[config.mk]
export PLATFORM = sky130hd
export DESIGN_NAME = flick_conditioner
export DESIGN_NICKNAME = d
export VERILOG_FILES = /design/src/rtl/flick_conditioner.sv
export SDC_FILE = /design/constraint.sdc
export NUM_CORES = 1
export LEC_CHECK = 0
export BUFFER_PORTS_ARGS = -buffer_cell sky130_fd_sc_hd__buf_2
export CORE_ASPECT_RATIO = 1.25
export CORE_MARGIN = 2
export CORE_UTILIZATION = 50
export DETAILED_ROUTE_END_ITERATION = 10
export HOLD_SLACK_MARGIN = 0.05
export PLACE_DENSITY = 0.69
export SYNTH_ARGS = -nofsm -noshare
export SYNTH_HDL_FRONTEND = slang
export SYNTH_SLANG_ARGS = --single-unit
[constraint.sdc]
create_clock -name clk -period 3 [get_ports clk]
set_clock_uncertainty 0.1 [all_clocks]
set_input_delay 0.3 -clock clk [delete_from_list [all_inputs] [get_ports clk]]
set_output_delay 0.3 -clock clk [all_outputs]
set_load 0.005 [all_outputs]
[src/rtl/flick_conditioner.sv]
`default_nettype none
// ============================================================================
// Module   : flick_conditioner
// Function : Synchronises and debounces the raw flick push-button into a clean
//            level with press/release strobes and a saturating bounce counter.
// Revision : 1.0
// ============================================================================
module flick_conditioner #(
    parameter bit BTN_ACTIVE_LOW  = 1'b1,
    parameter int DEBOUNCE_CYCLES = 50000,
    parameter int CNT_W           = 16
) (
    input  logic       clk,
    input  logic       reset,
    input  logic       btn_raw,
    output logic       flick,
    output logic       flick_pulse,
    output logic       release_pulse,
    output logic [7:0] glitch_cnt
);

    typedef enum logic [1:0] {
        S_RELEASED     = 2'd0,
        S_PRESS_WAIT   = 2'd1,
        S_PRESSED      = 2'd2,
        S_RELEASE_WAIT = 2'd3
    } state_t;

    localparam logic [CNT_W-1:0] c_CNT_LAST = CNT_W'(DEBOUNCE_CYCLES - 1);

    logic             w_btn_n;
    logic             r_s1_q;
    logic             r_s2_q;
    state_t           r_state_q;
    state_t           w_state_d;
    logic [CNT_W-1:0] r_cnt_q;
    logic [CNT_W-1:0] w_cnt_d;
    logic             r_flick_q;
    logic             w_flick_d;
    logic             r_flick_pulse_q;
    logic             w_flick_pulse_d;
    logic             r_release_pulse_q;
    logic             w_release_pulse_d;
    logic [7:0]       r_glitch_q;
    logic [7:0]       w_glitch_d;
    logic [7:0]       w_glitch_inc;

    assign w_btn_n      = BTN_ACTIVE_LOW ? ~btn_raw : btn_raw;
    assign w_glitch_inc = (r_glitch_q == 8'hFF) ? r_glitch_q : r_glitch_q + 8'd1;

    always_comb begin
        w_state_d         = r_state_q;
        w_cnt_d           = r_cnt_q;
        w_flick_d         = r_flick_q;
        w_flick_pulse_d   = 1'b0;
        w_release_pulse_d = 1'b0;
        w_glitch_d        = r_glitch_q;
        case (r_state_q)
            S_RELEASED: begin
                if (r_s2_q) begin
                    w_state_d = S_PRESS_WAIT;
                    w_cnt_d   = '0;
                end
            end
            S_PRESS_WAIT: begin
                if (!r_s2_q) begin
                    w_state_d  = S_RELEASED;
                    w_glitch_d = w_glitch_inc;
                end else if (r_cnt_q == c_CNT_LAST) begin
                    w_state_d       = S_PRESSED;
                    w_flick_d       = 1'b1;
                    w_flick_pulse_d = 1'b1;
                end else begin
                    w_cnt_d = r_cnt_q + 1'b1;
                end
            end
            S_PRESSED: begin
                if (!r_s2_q) begin
                    w_state_d = S_RELEASE_WAIT;
                    w_cnt_d   = '0;
                end
            end
            S_RELEASE_WAIT: begin
                // A bounce back to pressed keeps flick high and emits no new strobe.
                if (r_s2_q) begin
                    w_state_d  = S_PRESSED;
                    w_glitch_d = w_glitch_inc;
                end else if (r_cnt_q == c_CNT_LAST) begin
                    w_state_d         = S_RELEASED;
                    w_flick_d         = 1'b0;
                    w_release_pulse_d = 1'b1;
                end else begin
                    w_cnt_d = r_cnt_q + 1'b1;
                end
            end
            default: w_state_d = S_RELEASED;
        endcase
    end

    always_ff @(posedge clk) begin
        if (reset) begin
            r_s1_q            <= 1'b0;
            r_s2_q            <= 1'b0;
            r_state_q         <= S_RELEASED;
            r_cnt_q           <= '0;
            r_flick_q         <= 1'b0;
            r_flick_pulse_q   <= 1'b0;
            r_release_pulse_q <= 1'b0;
            r_glitch_q        <= 8'h00;
        end else begin
            r_s1_q            <= w_btn_n;
            r_s2_q            <= r_s1_q;
            r_state_q         <= w_state_d;
            r_cnt_q           <= w_cnt_d;
            r_flick_q         <= w_flick_d;
            r_flick_pulse_q   <= w_flick_pulse_d;
            r_release_pulse_q <= w_release_pulse_d;
            r_glitch_q        <= w_glitch_d;
        end
    end

    assign flick         = r_flick_q;
    assign flick_pulse   = r_flick_pulse_q;
    assign release_pulse = r_release_pulse_q;
    assign glitch_cnt    = r_glitch_q;

endmodule
`default_nettype wire

==> metrics.txt <==
# TYPE chip_impl_metric gauge
chip_impl_metric{name="crit_path_max_incr_delay",unit="ps"} 530
chip_impl_metric{name="cts-root-to-sink-buffers",unit=""} 2
chip_impl_metric{name="globalRoute.totalOverflow",unit=""} 0
chip_impl_info{name="synthTopCellsByArea",value="sky130_fd_sc_hd__dfxtp_1 38%, sky130_fd_sc_hd__nand4_1 3.8%, sky130_fd_sc_hd__or3_1 3.8%, sky130_fd_sc_hd__o32ai_1 3.8%, sky130_fd_sc_hd__o21ai_0 3.4%"} 1
chip_impl_metric{name="synthDistinctLibCells",unit=""} 42
chip_impl_metric{name="cp.depth",unit=""} 5
chip_impl_info{name="holdCritStartpoint",value="r_s1_q"} 1
chip_impl_metric{name="vias",unit=""} 1540
chip_impl_metric{name="cts_num_sinks",unit=""} 31
chip_impl_metric{name="layout.filler_cells",unit=""} 306
chip_impl_metric{name="route.antenna.remaining_nets",unit=""} 0
chip_impl_info{name="synth_area_leader_cell",value="sky130_fd_sc_hd__dfxtp_1"} 1
chip_impl_metric{name="cts_buffers",unit=""} 5
chip_impl_metric{name="drtIter0Drc",unit=""} 34
chip_impl_metric{name="grt_first_pass_wirelength",unit="µm"} 6320
chip_impl_metric{name="floorplan.die_area",unit="µm²"} 3740
chip_impl_info{name="path_cells",value="xnor2_1 -> buf_4 -> o211ai_1 -> or4_1 -> a21oi_1"} 1
chip_impl_info{name="clk_root_buffer_cell",value="sky130_fd_sc_hd__clkbuf_8"} 1
chip_impl_info{name="status",value="finished clean"} 1
chip_impl_metric{name="grt_antenna_before_repair",unit=""} 0
chip_impl_metric{name="worstHoldPathCells",unit=""} 1
chip_impl_metric{name="post_synth.cell_area_avg",unit="µm²"} 8.29
chip_impl_metric{name="drt-vias-per-instance",unit=""} 6.31
chip_impl_metric{name="clkSlewWorstSetupHoldPaths",unit="ps"} 60
chip_impl_metric{name="pin_count",unit=""} 14
chip_impl_info{name="hold_path_end",value="r_s2_q"} 1
chip_impl_metric{name="min_period_over_period",unit="%"} 69.8
chip_impl_metric{name="path_max_fanout",unit=""} 21
chip_impl_metric{name="max_slew.worst_pin.slew",unit="ps"} 814
chip_impl_metric{name="critical_path.n_buffers_inverters",unit=""} 1
chip_impl_metric{name="cellLeakagePower",unit="µW"} 0.000562
chip_impl_metric{name="chipWidth",unit="µm"} 55.1
chip_impl_info{name="timing.rr.start",value="r_s2_q"} 1
chip_impl_metric{name="drive_gt1_share",unit="%"} 11.1
chip_impl_metric{name="setup_total_negative_slack",unit="ps"} 0
chip_impl_metric{name="floorplan.core_area",unit="µm²"} 3170
chip_impl_info{name="worst_path_max_delay_cell",value="sky130_fd_sc_hd__or4_1"} 1
chip_impl_metric{name="drt_first_pass_iters",unit=""} 5
chip_impl_metric{name="final_slew_viol_count",unit=""} 0
chip_impl_metric{name="period_minus_slack",unit="ps"} 2090
chip_impl_metric{name="cts.repair.resized",unit=""} 0
chip_impl_metric{name="combined_area_of_all_synthesized_cells",unit="µm²"} 1630
chip_impl_info{name="worst_path_dominant_cell_family",value="compound AO/OA/AOI/OAI gates"} 1
chip_impl_metric{name="rows",unit=""} 23
chip_impl_info{name="cts_tree",value="yes"} 1
chip_impl_metric{name="synth_seq_cells",unit=""} 31
chip_impl_metric{name="worst_ep_arrival_time",unit="ps"} 2200
chip_impl_metric{name="post-place-ws",unit="ps"} 914
chip_impl_info{name="rsz_0062_raised_after_global_routing",value="no"} 1
chip_impl_metric{name="wl",unit="µm"} 3730
chip_impl_metric{name="pin_count_of_the_biggest_net_entering_global_routing",unit=""} 43
chip_impl_metric{name="report.final.setup_viol",unit=""} 0
chip_impl_metric{name="yosysWarnings",unit=""} 0
chip_impl_metric{name="worst_ir_drop_vdd",unit="µV"} 341
chip_impl_metric{name="timing_hold_violations_final",unit=""} 0
chip_impl_metric{name="flow.area_growth_from_synthesis",unit="%"} 9.27
chip_impl_metric{name="synthesis.nets",unit=""} 202
chip_impl_info{name="timing.critical_path.from_type",value="flip-flop"} 1
chip_impl_metric{name="worst-r2r-cell-count",unit=""} 5
chip_impl_metric{name="clock_latency",unit="ps"} 280
chip_impl_metric{name="route.detailed.wl_per_inst",unit="µm"} 15.3
chip_impl_metric{name="cap_viol_max_count",unit=""} 0
chip_impl_metric{name="share_of_the_yosys_chip_area_belonging_to_registers",unit="%"} 38.0
chip_impl_metric{name="maxSlewHeadroom",unit="%"} 45.5
chip_impl_metric{name="worstPathRequired",unit="ps"} 3100
chip_impl_metric{name="number_of_buffers_inserted_by_port_buffering",unit=""} 13
chip_impl_metric{name="post-route-drc-count",unit=""} 0
chip_impl_metric{name="post_cts_buffers",unit=""} 0
chip_impl_metric{name="routabilityCongestion",unit=""} 0.852
chip_impl_metric{name="timing.fmax",unit="MHz"} 477
chip_impl_info{name="worst-setup-path-type",value="flip-flop to flip-flop"} 1
chip_impl_metric{name="cts_htree_levels",unit=""} 2
chip_impl_metric{name="reg2reg_setup_slack",unit="ps"} 910
chip_impl_info{name="reg2reg_to",value="glitch_cnt[5]"} 1
chip_impl_metric{name="netlist.area_leader.share",unit="%"} 38.0
chip_impl_metric{name="starting_density_of_the_core",unit="%"} 51.6
chip_impl_metric{name="die_height",unit="µm"} 67.9
chip_impl_metric{name="track_usage",unit="%"} 23.3
chip_impl_metric{name="timing.final.ws_setup",unit="ps"} 905
chip_impl_metric{name="synthesis.instances",unit=""} 197
chip_impl_metric{name="finish.net_count",unit=""} 211
chip_impl_info{name="hold_path_class",value="flip-flop to flip-flop"} 1
chip_impl_info{name="timing.critical_path.to_type",value="flip-flop"} 1
chip_impl_metric{name="dp_hpwl",unit="µm"} 2560
chip_impl_metric{name="antenna_cells",unit=""} 0
chip_impl_metric{name="first_global_vias",unit=""} 1434
chip_impl_metric{name="power_density_over_cell_area",unit="nW/µm²"} 429
## worst max path at each step
| stage | from | end |
|---|---|---|
| 2_1_floorplan | r_cnt_q[0] | r_cnt_q[2] |
| 3_3_place_gp | r_cnt_q[0] | r_cnt_q[14] |
| 3_5_place_dp | r_cnt_q[0] | r_cnt_q[14] |
| 4_1_cts | r_cnt_q[0] | r_cnt_q[14] |
| 5_1_grt | r_cnt_q[0] | r_cnt_q[14] |
| 6_report | r_s2_q | glitch_cnt[5] |
## state kept, by name, indices dropped and copies added (netlist names), named ones only
name	cells
flick	1
flick_pulse	1
glitch_cnt	8
r_cnt_q	16
r_s1_q	1
r_s2_q	1
r_state_q	1
release_pulse	1
## Yosys cell counts
cell                       number
sky130_fd_sc_hd__or2_0          1
sky130_fd_sc_hd__and2_1         1
sky130_fd_sc_hd__xor2_1         2
sky130_fd_sc_hd__mux2i_1        1
sky130_fd_sc_hd__nand3b_1       1
sky130_fd_sc_hd__o21ai_1        1
sky130_fd_sc_hd__dfxtp_1       31
sky130_fd_sc_hd__ha_1           2
sky130_fd_sc_hd__nand2b_1       1
sky130_fd_sc_hd__buf_6          1
sky130_fd_sc_hd__o21ai_0       11
sky130_fd_sc_hd__a21oi_1       10
sky130_fd_sc_hd__inv_1         14
sky130_fd_sc_hd__nand2_1       13
sky130_fd_sc_hd__buf_2          5
sky130_fd_sc_hd__a21boi_0       1
sky130_fd_sc_hd__nor4b_1        4
sky130_fd_sc_hd__nor2b_1        3
sky130_fd_sc_hd__o21a_1         2
sky130_fd_sc_hd__a211oi_1       6
sky130_fd_sc_hd__and4_1         3
sky130_fd_sc_hd__and4b_1        1
sky130_fd_sc_hd__clkbuf_1       5
sky130_fd_sc_hd__or4_1          6
sky130_fd_sc_hd__nor2_1         6
sky130_fd_sc_hd__xnor2_1        1
sky130_fd_sc_hd__o211ai_1       1
sky130_fd_sc_hd__or3_1         10
sky130_fd_sc_hd__o31ai_1        5
sky130_fd_sc_hd__nor3_1         2
sky130_fd_sc_hd__o41ai_1        2
sky130_fd_sc_hd__a311o_1        2
sky130_fd_sc_hd__buf_4          1
sky130_fd_sc_hd__nand4_1       10
sky130_fd_sc_hd__o32ai_1        7
sky130_fd_sc_hd__nor4bb_1       1
sky130_fd_sc_hd__and4_4         1
sky130_fd_sc_hd__buf_1          2
sky130_fd_sc_hd__a31oi_1        4
sky130_fd_sc_hd__o211a_1        1
sky130_fd_sc_hd__nand3_1        9
sky130_fd_sc_hd__nor4_1         6
## stage by stage
step | util [%] | power, µW | hold slack, ps | instance area [µm²] | cells
3_3_place_gp | 53.4 | 455 | 329 | 1690 | 235
3_5_place_dp | 53.4 | 456 | 344 | 1690 | 235
4_1_cts | 56.0 | 772 | 52.0 | 1770 | 243
2_1_floorplan | - | 448 | 267 | 1630 | 197
6_report | 56.4 | 765 | 353 | 1780 | 244
5_1_grt | 56.4 | 799 | 376 | 1780 | 244
## cell usage in the layout, fill, tap and decap left out, drive strengths merged, types with 2 or more instances in the layout
| cell | count |
|---|---|
| a211oi | 6 |
| a21oi | 10 |
| a311o | 2 |
| a31oi | 4 |
| and4 | 4 |
| buf | 15 |
| clkbuf | 6 |
| dfxtp | 31 |
| ha | 2 |
| inv | 14 |
| nand2 | 13 |
| nand3 | 9 |
| nand4 | 10 |
| nor2 | 6 |
| nor2b | 3 |
| nor3 | 2 |
| nor4 | 6 |
| nor4b | 4 |
| o21a | 2 |
| o21ai | 12 |
| o31ai | 5 |
| o32ai | 7 |
| o41ai | 2 |
| or3 | 10 |
| or4 | 6 |
| xor2 | 2 |
## layout make-up
| class | instances | area [µm²] | area share, % |
|---|---|---|---|
| Sequential cell | 31 | 621 | 34.8 |
| Timing Repair Buffer | 16 | 90.1 | 5.05 |
| Inverter | 14 | 52.6 | 2.95 |
| Clock buffer | 6 | 72.6 | 4.07 |
| Tap cell | 37 | 46.3 | 2.59 |
| Clock inverter | 2 | 12.5 | 0.701 |
| Multi-Input combinational cell | 138 | 890 | 49.9 |
## power by group
group / switching [µW] / internal [µW] / total, µW
sequential: 3.79 / 415 / 419
combinational: 18.9 / 9.44 / 28.4
clock: 156 / 162 / 318
total: 179 / 586 / 765
## routing by layer
| metal | share of wire [%] | routed length (µm) | global-route usage [%] | vias to the layer above |
|---|---|---|---|---|
| met5 | 0 | 0 | 0 | - |
| met4 | 1.2 | 45 | 11.0 | 0 |
| met3 | 4.5 | 166 | 6.77 | 4 |
| met2 | 52 | 1930 | 39.1 | 41 |
| met1 | 43 | 1590 | 26.5 | 723 |
| li1 | - | - | - | 772 |
## timing repair
action	4_1_cts	5_1_grt
hold endpoints to repair	0	1
hold buffers	0	1
endpoints found under the setup margin	0	0
## cell families (layout without fill, tap and decap cells)
logic type               count (synthesis)  in the layout  synth area share, %
AO/OA/AOI/OAI                           53             53                 21.8
XOR/XNOR                                 3              3                 1.61
adder cells (fa/ha/maj)                  2              2                 1.53
buffers and inverters                   28             38                 7.51
flip-flops                              31             31                 38.0
multiplexers                             1              1                0.613
AND/OR/NAND/NOR                         79             79                 28.9
(Power assumes the default switching activity.)
